<file path="config.mk">
export PLATFORM = sky130hd
export DESIGN_NAME = gyro_spi_reader
export DESIGN_NICKNAME = d
export VERILOG_FILES = /design/src/rtl/gyro_pkg.sv /design/src/rtl/spi_byte_engine.sv /design/src/rtl/gyro_spi_reader.sv
export SDC_FILE = /design/constraint.sdc
export NUM_CORES = 1
export LEC_CHECK = 0
export BUFFER_PORTS_ARGS = -buffer_cell sky130_fd_sc_hd__clkbuf_2
export CELL_PAD_IN_SITES_DETAIL_PLACEMENT = 0
export CELL_PAD_IN_SITES_GLOBAL_PLACEMENT = 1
export CORE_UTILIZATION = 40
export DETAILED_ROUTE_END_ITERATION = 10
export PLACE_DENSITY_LB_ADDON = 0.1
export SETUP_SLACK_MARGIN = 0.15
export SLEW_MARGIN = 20
export SYNTH_ARGS = -nofsm -noshare
export SYNTH_HDL_FRONTEND = slang
export SYNTH_HIERARCHICAL = 1
export SYNTH_SLANG_ARGS = --single-unit
</file>
<file path="constraint.sdc">
create_clock -name clk -period 4.1 [get_ports clk]
set_input_delay 0.82 -clock clk [delete_from_list [all_inputs] [get_ports clk]]
set_output_delay 0.82 -clock clk [all_outputs]
set_load 0.05 [all_outputs]
</file>
<file path="src/rtl/gyro_pkg.sv">
// Shared constants and state encodings for the PmodGYRO (L3G4200D) SPI reader.
package gyro_pkg;

  localparam logic [7:0] CTRL_REG1  = 8'h20;
  localparam logic [7:0] OUT_TEMP   = 8'h26;
  localparam int         RW_BIT     = 7;
  localparam int         MS_BIT     = 6;
  localparam int         READ_BYTES = 8;

  typedef enum logic [2:0] {S_RESET, S_CFG, S_WAIT, S_READ, S_UPDATE} state_e;
  typedef enum logic [1:0] {PH_SETUP, PH_XFER, PH_HOLD} phase_e;
  typedef enum logic [1:0] {E_IDLE, E_LOW, E_HIGH} eng_state_e;

  // Read command with auto-increment so one burst walks temp..ZH.
  function automatic logic [7:0] burst_read_cmd(input logic [7:0] addr);
    logic [7:0] cmd;
    cmd         = addr;
    cmd[RW_BIT] = 1'b1;
    cmd[MS_BIT] = 1'b1;
    return cmd;
  endfunction

endpackage

</file>
<file path="src/rtl/spi_byte_engine.sv">
// Mode-3 SPI byte shifter: sclk low then high for CLK_DIV cycles per bit, MSB first.
// A start accepted in the final high cycle chains the next byte with no idle gap.
module spi_byte_engine
  import gyro_pkg::*;
#(
  parameter int CLK_DIV = 50
) (
  input  logic       clk,
  input  logic       rst,
  input  logic       start,
  input  logic       preload,
  input  logic [7:0] tx_byte,
  input  logic       miso,
  output logic       sclk,
  output logic       mosi,
  output logic       done,
  output logic [7:0] rx_byte
);

  localparam int DW = $clog2(CLK_DIV);

  eng_state_e    state_q, state_d;
  logic [DW-1:0] div_q, div_d;
  logic [2:0]    bit_q, bit_d;
  logic [7:0]    tx_sh_q, tx_sh_d;
  logic [7:0]    rx_sh_q, rx_sh_d;
  logic          sclk_q, sclk_d;
  logic          mosi_q, mosi_d;
  logic          div_end;

  // NOTE: every always_comb output gets a default first, so no path leaves it unassigned (no latch).
  always_comb begin
    state_d = state_q;
    div_d   = div_q;
    bit_d   = bit_q;
    tx_sh_d = tx_sh_q;
    rx_sh_d = rx_sh_q;
    sclk_d  = sclk_q;
    mosi_d  = mosi_q;
    div_end = (div_q == DW'(CLK_DIV - 1));
    done    = (state_q == E_HIGH) && div_end && (bit_q == 3'd7);

    unique case (state_q)
      E_IDLE: begin
        if (start) begin
          state_d = E_LOW;
          sclk_d  = 1'b0;
          mosi_d  = tx_byte[7];
          tx_sh_d = {tx_byte[6:0], 1'b0};
          div_d   = '0;
          bit_d   = '0;
        end else if (preload) begin
          mosi_d = tx_byte[7];
        end
      end
      E_LOW: begin
        div_d = div_q + 1'b1;
        if (div_end) begin
          state_d = E_HIGH;
          sclk_d  = 1'b1;
          div_d   = '0;
          rx_sh_d = {rx_sh_q[6:0], miso};
        end
      end
      E_HIGH: begin
        div_d = div_q + 1'b1;
        if (div_end) begin
          div_d = '0;
          if (bit_q != 3'd7) begin
            state_d = E_LOW;
            sclk_d  = 1'b0;
            bit_d   = bit_q + 1'b1;
            mosi_d  = tx_sh_q[7];
            tx_sh_d = {tx_sh_q[6:0], 1'b0};
          end else if (start) begin
            state_d = E_LOW;
            sclk_d  = 1'b0;
            bit_d   = '0;
            mosi_d  = tx_byte[7];
            tx_sh_d = {tx_byte[6:0], 1'b0};
          end else begin
            state_d = E_IDLE;
          end
        end
      end
      default: state_d = E_IDLE;
    endcase
  end

  // NOTE: sequential state uses <= only, so every flop samples pre-edge values.
  always_ff @(posedge clk) begin
    if (rst) begin
      state_q <= E_IDLE;
      div_q   <= '0;
      bit_q   <= '0;
      tx_sh_q <= '0;
      rx_sh_q <= '0;
      sclk_q  <= 1'b1;
      mosi_q  <= 1'b0;
    end else begin
      state_q <= state_d;
      div_q   <= div_d;
      bit_q   <= bit_d;
      tx_sh_q <= tx_sh_d;
      rx_sh_q <= rx_sh_d;
      sclk_q  <= sclk_d;
      mosi_q  <= mosi_d;
    end
  end

  assign sclk    = sclk_q;
  assign mosi    = mosi_q;
  assign rx_byte = rx_sh_q;

endmodule

</file>
<file path="src/rtl/gyro_spi_reader.sv">
// PmodGYRO poller: one CTRL_REG1 write after reset, then periodic 8-byte burst
// reads published atomically with a one-cycle data_valid pulse.
module gyro_spi_reader
  import gyro_pkg::*;
#(
  parameter int         CLK_DIV     = 50,
  parameter int         POLL_CYCLES = 10_000_000,
  parameter logic [7:0] CFG_VALUE   = 8'h0F
) (
  input  logic        clk,
  input  logic        rst,
  input  logic        miso,
  output logic        ss,
  output logic        sclk,
  output logic        mosi,
  output logic [7:0]  temp_data,
  output logic [7:0]  status,
  output logic [15:0] x_axis,
  output logic [15:0] y_axis,
  output logic [15:0] z_axis,
  output logic        data_valid,
  output logic        busy
);

  localparam int DW = $clog2(CLK_DIV);
  localparam int PW = $clog2(POLL_CYCLES);
  localparam int GW = $clog2(2 * CLK_DIV);

  state_e        state_q, state_d;
  phase_e        phase_q, phase_d;
  logic [DW-1:0] cnt_q, cnt_d;
  logic [3:0]    idx_q, idx_d;
  logic [PW-1:0] poll_q, poll_d;
  logic [GW-1:0] gap_q, gap_d;
  logic          pend_q, pend_d;
  logic          ss_q, ss_d;
  logic          dv_q, dv_d;
  logic [7:0]    temp_q, temp_d, status_q, status_d;
  logic [15:0]   x_q, x_d, y_q, y_d, z_q, z_d;
  logic [7:0]    shadow_q [READ_BYTES];

  logic       eng_start, eng_preload, eng_done, shadow_we, begin_xact;
  logic       cnt_end, poll_hit, gap_ok;
  logic [3:0] byte_sel, last_idx;
  logic [2:0] shadow_idx;
  logic [7:0] tx_byte, eng_rx;

  spi_byte_engine #(.CLK_DIV(CLK_DIV)) u_engine (
    .clk     (clk),
    .rst     (rst),
    .start   (eng_start),
    .preload (eng_preload),
    .tx_byte (tx_byte),
    .miso    (miso),
    .sclk    (sclk),
    .mosi    (mosi),
    .done    (eng_done),
    .rx_byte (eng_rx)
  );

  always_comb begin
    byte_sel = (phase_q == PH_XFER) ? idx_q + 4'd1 : 4'd0;
    if (state_q == S_RESET || state_q == S_CFG)
      tx_byte = (byte_sel == 4'd0) ? CTRL_REG1 : CFG_VALUE;
    else
      tx_byte = (byte_sel == 4'd0) ? burst_read_cmd(OUT_TEMP) : 8'h00;
  end

  always_comb begin
    state_d  = state_q;   phase_d  = phase_q;  cnt_d = cnt_q;  idx_d = idx_q;
    poll_d   = poll_q;    pend_d   = pend_q;   gap_d = gap_q;  ss_d  = ss_q;
    temp_d   = temp_q;    status_d = status_q;
    x_d      = x_q;       y_d      = y_q;      z_d   = z_q;    dv_d  = 1'b0;
    eng_start   = 1'b0;
    eng_preload = 1'b0;
    shadow_we   = 1'b0;
    begin_xact  = 1'b0;
    shadow_idx  = 3'(idx_q - 4'd1);
    cnt_end  = (cnt_q == DW'(CLK_DIV - 1));
    poll_hit = (poll_q == PW'(POLL_CYCLES - 1));
    gap_ok   = (gap_q == GW'(2 * CLK_DIV - 1));
    last_idx = (state_q == S_CFG) ? 4'd1 : 4'(READ_BYTES);

    if (ss_q && !gap_ok) gap_d = gap_q + 1'b1;
    // Poll period runs free once configured, so read starts stay on a fixed grid.
    if (state_q inside {S_WAIT, S_READ, S_UPDATE}) begin
      poll_d = poll_hit ? '0 : poll_q + 1'b1;
      if (poll_hit) pend_d = 1'b1;
    end

    unique case (state_q)
      S_RESET: begin
        state_d    = S_CFG;
        begin_xact = 1'b1;
      end
      S_CFG, S_READ: begin
        unique case (phase_q)
          PH_SETUP: begin
            cnt_d = cnt_q + 1'b1;
            if (cnt_end) begin
              cnt_d     = '0;
              eng_start = 1'b1;
              phase_d   = PH_XFER;
            end
          end
          PH_XFER: begin
            if (eng_done) begin
              shadow_we = (state_q == S_READ) && (idx_q != 4'd0);
              if (idx_q != last_idx) begin
                eng_start = 1'b1;
                idx_d     = idx_q + 4'd1;
              end else begin
                phase_d = PH_HOLD;
                cnt_d   = '0;
              end
            end
          end
          PH_HOLD: begin
            cnt_d = cnt_q + 1'b1;
            if (cnt_end) begin
              cnt_d = '0;
              ss_d  = 1'b1;
              gap_d = '0;
              if (state_q == S_CFG) begin
                state_d = S_WAIT;
                poll_d  = '0;
                pend_d  = 1'b0;
              end else begin
                state_d = S_UPDATE;
              end
            end
          end
          default: phase_d = PH_SETUP;
        endcase
      end
      S_UPDATE: begin
        temp_d   = shadow_q[0];
        status_d = shadow_q[1];
        x_d      = {shadow_q[3], shadow_q[2]};
        y_d      = {shadow_q[5], shadow_q[4]};
        z_d      = {shadow_q[7], shadow_q[6]};
        dv_d     = 1'b1;
        state_d  = S_WAIT;
      end
      S_WAIT: begin
        if ((poll_hit || pend_q) && gap_ok) begin
          state_d    = S_READ;
          begin_xact = 1'b1;
        end
      end
      default: state_d = S_RESET;
    endcase

    if (begin_xact) begin
      ss_d        = 1'b0;
      phase_d     = PH_SETUP;
      cnt_d       = '0;
      idx_d       = '0;
      pend_d      = 1'b0;
      eng_preload = 1'b1;
    end
  end

  always_ff @(posedge clk) begin
    if (rst) begin
      state_q <= S_RESET;  phase_q  <= PH_SETUP;  cnt_q <= '0;  idx_q <= '0;
      poll_q  <= '0;       pend_q   <= 1'b0;      gap_q <= '0;  ss_q  <= 1'b1;
      temp_q  <= '0;       status_q <= '0;
      x_q     <= '0;       y_q      <= '0;        z_q   <= '0;  dv_q  <= 1'b0;
    end else begin
      state_q <= state_d;  phase_q  <= phase_d;   cnt_q <= cnt_d;  idx_q <= idx_d;
      poll_q  <= poll_d;   pend_q   <= pend_d;    gap_q <= gap_d;  ss_q  <= ss_d;
      temp_q  <= temp_d;   status_q <= status_d;
      x_q     <= x_d;      y_q      <= y_d;       z_q   <= z_d;    dv_q  <= dv_d;
    end
  end

  // NOTE: shadow bytes need no reset; a full read rewrites all of them before any UPDATE.
  always_ff @(posedge clk) begin
    if (shadow_we) shadow_q[shadow_idx] <= eng_rx;
  end

  assign ss         = ss_q;
  assign busy       = ~ss_q;
  assign data_valid = dv_q;
  assign temp_data  = temp_q;
  assign status     = status_q;
  assign x_axis     = x_q;
  assign y_axis     = y_q;
  assign z_axis     = z_q;

endmodule
</file>
After elaboration in Yosys (flattened, before gate mapping)
Memory sizes are Yosys's and may differ from the RTL's. A register that Yosys moved wholly into a read port is not among the register bits.
Index checks and enable logic that the tools add are counted.
{ "word_totals": {"ram_bits": 64, "inputBits": 3, "memories": 1, "regBits": 78, "elab_cells": 168} }
{ "mem_list": {"columns": ["memory", "depth", "word_bits", "rd", "rd_ports_with_merged_regs", "wr", "line_no", "source"], "rows": [
  ["shadow_q", 8, 8, 8, 8, 1, "gyro_spi_reader.sv:40", "logic [7:0] shadow_q [READ_BYTES];"]
]} }
{ "op_classes": {"n_eq_ne": 26, "reduce_logical": 36, "n_bitwise": 2, "muxes": 80, "add_sub_neg": 7} }
{ "op_table": {"columns": ["cell", "n"], "rows": [
  ["$mux 24", 6],
  ["$mux 8", 5],
  ["$mux 6", 6],
  ["$mux 1", 32],
  ["$mux 7", 4],
  ["$add 24x1->24 const B", 1],
  ["$eq 24x24->1 const B", 1],
  ["$pmux 6 s2", 2],
  ["$mux 3", 7],
  ["$pmux 8 s2", 1],
  ["$mux 2", 7],
  ["$add 6x1->6 const B", 2],
  ["$eq 6x6->1 const B", 2],
  ["$ne 2x2->1 const B", 6],
  ["$pmux 2 s3", 2],
  ["$pmux 3 s4", 1],
  ["$reduce_and 3->1", 4],
  ["$reduce_and 4->1", 3],
  ["$reduce_bool 2->1", 6],
  ["$ne 3x3->1 const B", 3],
  ["$mux 4", 2],
  ["$reduce_or 2->1", 4],
  ["$add 7x1->7 const B", 1],
  ["$eq 7x7->1 const B", 1],
  ["other kinds (24)", 42]
]} }

Depth between registers and ports, before layout
{ "logic_depth": {"ltp_word": 11, "mapped_depth": 13} }

Cells and area by module
The synthesis kept the hierarchy.
{ "modules_own_cells": {"columns": ["module", "cells_each", "area_per_inst_um2", "seq_area_each_um2", "instances"], "rows": [
  ["gyro_spi_reader", 664, 6712.7, 4184.0, 1],
  ["spi_byte_engine", 179, 1549.0, 580.6, 1]
]} }

Least setup slack after synthesis
OpenSTA, ideal clock, no wires.
{ "synth_path": {"kind": "register -> register", "from": "register u_engine.div_q[2]", "to": "memory shadow_q[1][0] (enable)", "stages_incl_launch_ff": 9, "path_slack_ps": 1121, "required_time_ps": 3717, "t_arrival_ps": 2595, "path_cell_list": "dfxtp_1 or3b_1 buf_6 nor2_1 buf_2 and3_1 nand3_1 or3_1 nor3_1"} }
{ "synth_between": {"elab_chain_cells": 8} }
{ "synth_lines": {"columns": ["element", "line_no", "source"], "rows": [
  ["start, declared", "spi_byte_engine.sv:23", "logic [DW-1:0] div_q, div_d;"],
  ["start signal, assigned", "spi_byte_engine.sv:102", "div_q <= div_d;"],
  ["$eq 6x6->1", "spi_byte_engine.sv:40", "div_end = (div_q == DW'(CLK_DIV - 1));"],
  ["$logic_and 1x1->1 (2 in series)", "spi_byte_engine.sv:41", "done = (state_q == E_HIGH) && div_end && (bit_q == 3'd7);"],
  ["net eng_done", "gyro_spi_reader.sv:42", "logic eng_start, eng_preload, eng_done, shadow_we, begin_xact;"],
  ["$mux 1", "gyro_spi_reader.sv:107", "if (eng_done) begin"],
  ["$mux 1", "gyro_spi_reader.sv:97", "unique case (phase_q)"],
  ["$mux 1", "gyro_spi_reader.sv:91", "unique case (state_q)"],
  ["$mux 1", "gyro_spi_reader.sv:180", "if (shadow_we) shadow_q[shadow_idx] <= eng_rx;"],
  ["$mux 1 (implied by the code)", "gyro_spi_reader.sv:180", null],
  ["end, declared", "gyro_spi_reader.sv:40", null]
]} }
The timed path passes the listed nets, and every way through them passes these cells.

Worst setup path after layout
{ "layout_path": {"from": "register u_engine.div_q[4]", "to": "register u_engine.div_q[5]"} }
{ "layout_between": {"elab_chain_cells": 8} }
{ "layout_lines": {"columns": ["element", "line_no"], "rows": [
  ["$eq 6x6->1", "spi_byte_engine.sv:40"],
  ["$logic_and 1x1->1 (2 in series)", "spi_byte_engine.sv:41"],
  ["net eng_done", "gyro_spi_reader.sv:42"],
  ["$mux 1", "gyro_spi_reader.sv:107"],
  ["$pmux 1 s2", "gyro_spi_reader.sv:97"],
  ["$mux 1", "gyro_spi_reader.sv:91"],
  ["net eng_start", "gyro_spi_reader.sv:42"],
  ["$ne 2x2->1 (no line)", null],
  ["$reduce_and 2->1 (no line)", null]
]} }
The timed path passes the listed nets, and every way through them passes these cells.
A chain may end at the register's enable or synchronous reset.

==> metrics.txt <==
die span in y 146 µm; share of the yosys chip area belonging to registers 57.7%; layout cells sized above 1 14.2%; number of iterations in the first detailed-routing pass 5; Avg Synthesized Cell Area slightly below 10 µm²; critical-path cell list or3b_1 -> nor2_1 -> buf_4 -> and3_1 -> nand3_1 -> o21ai_0 -> nor2b_1 -> nor4_1 -> xnor2_1 -> nor2_1; number of nets still failing antenna checks after routing 0; data arrival at the endpoint of the critical path about 3700 ps; Gates resized, CTS repair 0; critical path class reg -> reg; largest net degree at the start of global routing 65; post-layout minimum cycle time 3290 ps; max-slew violations 0; placed instance count 1152; max-cap violation count 0; library cell appearing most often on the critical path sky130_fd_sc_hd__nor2_1; post-route fraction of the period consumed by the critical path 80.2%; row cnt 52; total power per unit cell area 451 nW/µm²; final cell count without fillers 1194; count of flip-flops with a built-in enable after synthesis 64; Setup crit start u_engine/div_q[4]; outcome completed; gate family responsible for the most delay along the worst path simple AND/OR/NAND/NOR gates; number of antenna violations at the first check in global routing 0; commonest cells after routing, fill and taps aside sky130_fd_sc_hd__nand2_1 (169), sky130_fd_sc_hd__dfxtp_1 (142), sky130_fd_sc_hd__a21oi_1 (96); Post-CTS Hold Buffers 0; number of buffer and inverter instances along the worst setup path 1; # setup viols final 0; Die ar. about 21000 µm²; area growth from synthesis to layout 16.9%; Post-synth ARST share 0%; # nets final roughly 930; transition time of the tightest slew-check pin 756 ps; fill count ~1.9k; area of all sequential standard cells about 4800 µm²; Total Neg Setup Slack 0 ps; routed vias 6058; starting density of the core between 40 and 50%; Power, Total between 4 and 5 mW; startpoint of the worst-slack reg-to-reg timing path u_engine/div_q[4]; Detail Placement HPWL 11900 µm; area of combinational cells with multiple inputs 3250 µm²; Cell Area, Synth 8260 µm²; cell count after synthesis 843; maximum root-to-sink buffer count 3; distinct cell type count after synthesis 59; IO buf count 71; primary flip-flop cell chosen by synthesis mapping sky130_fd_sc_hd__dfxtp_1; final WL 18000 µm; nature of the critical path startpoint register; Max stage delay on crit path roughly 550 ps; leading cell type in the layout, fill and taps excluded sky130_fd_sc_hd__nand2_1; crit path max fanout 12; Clock Skews 8.81 ps; origin of the worst min-delay path temp_data[3]; worst hold path type reg -> reg; GRT Residual Overflow 0; type of destination of the critical path register; maximum vdd ir drop roughly 0.00028 V; Total Routing Usage GR 17.2%; final antenna diode count 0; last weighted congestion value of the routability-driven placer around 0.75; unrepaired setup endpoints after global routing no; routed len/inst 15.1 µm; postcts setup bufs 0; starting DRC count in detailed routing 284; highest-delay cell along the critical path sky130_fd_sc_hd__or3b_1; Core Box Area a little over 20000 µm²; f_max 304 MHz; vias in the first global route 5833; clock transition time at the flip-flop clock pins of the worst setup and hold paths 60 ps; clk_lat worst skew about 510 ps; CTS sink count 206; synthesis warning total 6; Clock Root Buffer sky130_fd_sc_hd__clkbuf_16; wire length of the first global-routing pass around 30000 µm; slew margin rel. 49.5%; CTS tree done; Num CTS Buffers 23; Die Width 146 µm; vias per inst 5.07; synthesized flop and latch total between 200 and 250; total nets after synthesis roughly 860; static leakage power 3.50 nW; remaining design rule violation count 0; Final Hold Vio Count 0; CTS HTree Levels 1; number of primary I/O pins 72; required time of the critical path 4500 ps
area by class of cell:
cell class              count  area share, %
clock buffers              30           6.44
clock inverters            12           1.81
inverters                  14          0.544
multi-input cells         577           33.6
flip-flops and latches    206           49.3
well taps                 270           3.50
repair buffers             85           4.77
through the flow:
stage,hold WS [ps],instance area [µm²],utilization (%),setup slack (ps)
floorplan,440,8260,-,1120
global placement,445,8860,43.8,1000
detailed placement,446,8860,43.8,903
CTS,454,9660,47.7,875
global route,474,9660,47.7,573
finish,453,9660,47.7,814
power breakdown:
part           leakage, nW  internal [mW]  switching [mW]
Combinational         1.37         0.0318          0.0802
Sequential            1.74           2.10          0.0115
Clock                0.389           1.33           0.806
Yosys cell counts (6+ instances only):
cell type,n,area (µm²)
sky130_fd_sc_hd__a21oi_1,96,480
sky130_fd_sc_hd__buf_2,9,45.0
sky130_fd_sc_hd__clkbuf_1,30,113
sky130_fd_sc_hd__dfxtp_1,142,2840
sky130_fd_sc_hd__edfxtp_1,64,1920
sky130_fd_sc_hd__ha_1,17,213
sky130_fd_sc_hd__inv_1,14,52.6
sky130_fd_sc_hd__mux2i_1,10,100
sky130_fd_sc_hd__nand2_1,169,634
sky130_fd_sc_hd__nand2b_1,15,93.8
sky130_fd_sc_hd__nand3_1,29,145
sky130_fd_sc_hd__nand4_1,14,87.6
sky130_fd_sc_hd__nor2_1,64,240
sky130_fd_sc_hd__nor2b_1,7,43.8
sky130_fd_sc_hd__nor3_1,19,95.1
sky130_fd_sc_hd__nor3b_1,6,45.0
sky130_fd_sc_hd__o21a_1,9,67.6
sky130_fd_sc_hd__o21ai_0,13,65.1
sky130_fd_sc_hd__xnor2_1,14,123
sky130_fd_sc_hd__xor2_1,23,201
flip-flops by register name (all words and copies together) (netlist names), 2 cells and up:
register	cells
phase_q	2
status	8
gap_q	7
shadow_q	64
z_axis	16
u_engine/div_q	6
u_engine/tx_sh_q	8
u_engine/state_q	2
idx_q	4
state_q	3
temp_data	8
u_engine/bit_q	3
x_axis	16
y_axis	16
cnt_q	6
u_engine/rx_byte	8
poll_q	24
worst reg2reg max path: stages (launching register included):
cell	delay, ps
sky130_fd_sc_hd__dfxtp_1	380
sky130_fd_sc_hd__or3b_1	550
sky130_fd_sc_hd__nor2_1	160
sky130_fd_sc_hd__buf_4	180
sky130_fd_sc_hd__and3_1	240
sky130_fd_sc_hd__nand3_1	220
sky130_fd_sc_hd__o21ai_0	480
sky130_fd_sc_hd__nor2b_1	300
sky130_fd_sc_hd__nor4_1	460
sky130_fd_sc_hd__xnor2_1	170
sky130_fd_sc_hd__nor2_1	50
logic make-up (layout without fill, tap and decap cells):
logic type / after synthesis / after routing / share of synthesized area [%]
and+or+nand+nor: 361 / 361 / 20.3
adders and majority gates: 17 / 17 / 2.57
DFF: 206 / 206 / 57.7
other: 1 / 1 / 0.0454
muxes: 11 / 11 / 1.35
buffers and inverters: 60 / 141 / 3.09
AOI/OAI and AO/OA: 150 / 150 / 11.0
xor gates and xnor gates: 37 / 37 / 3.92
path summary, 6_finish.rpt:
check	endpoint	slack, ps	cells past startpoint
max	u_engine/div_q[5]	810	10
min	temp_data[3]	450	2
max reg2reg	u_engine/div_q[5]	810	10
min reg2reg	temp_data[3]	450	2
per-layer routing:
layer  global-route usage, %  routed length, µm  share of wire [%]
met4                    4.11                307                1.7
met2                    28.0               8300                 46
met3                    2.76                672                3.7
met1                    23.9               8770                 49
met5                       0                  0                  0
No activity file was read; power rests on OpenSTA's default activity.
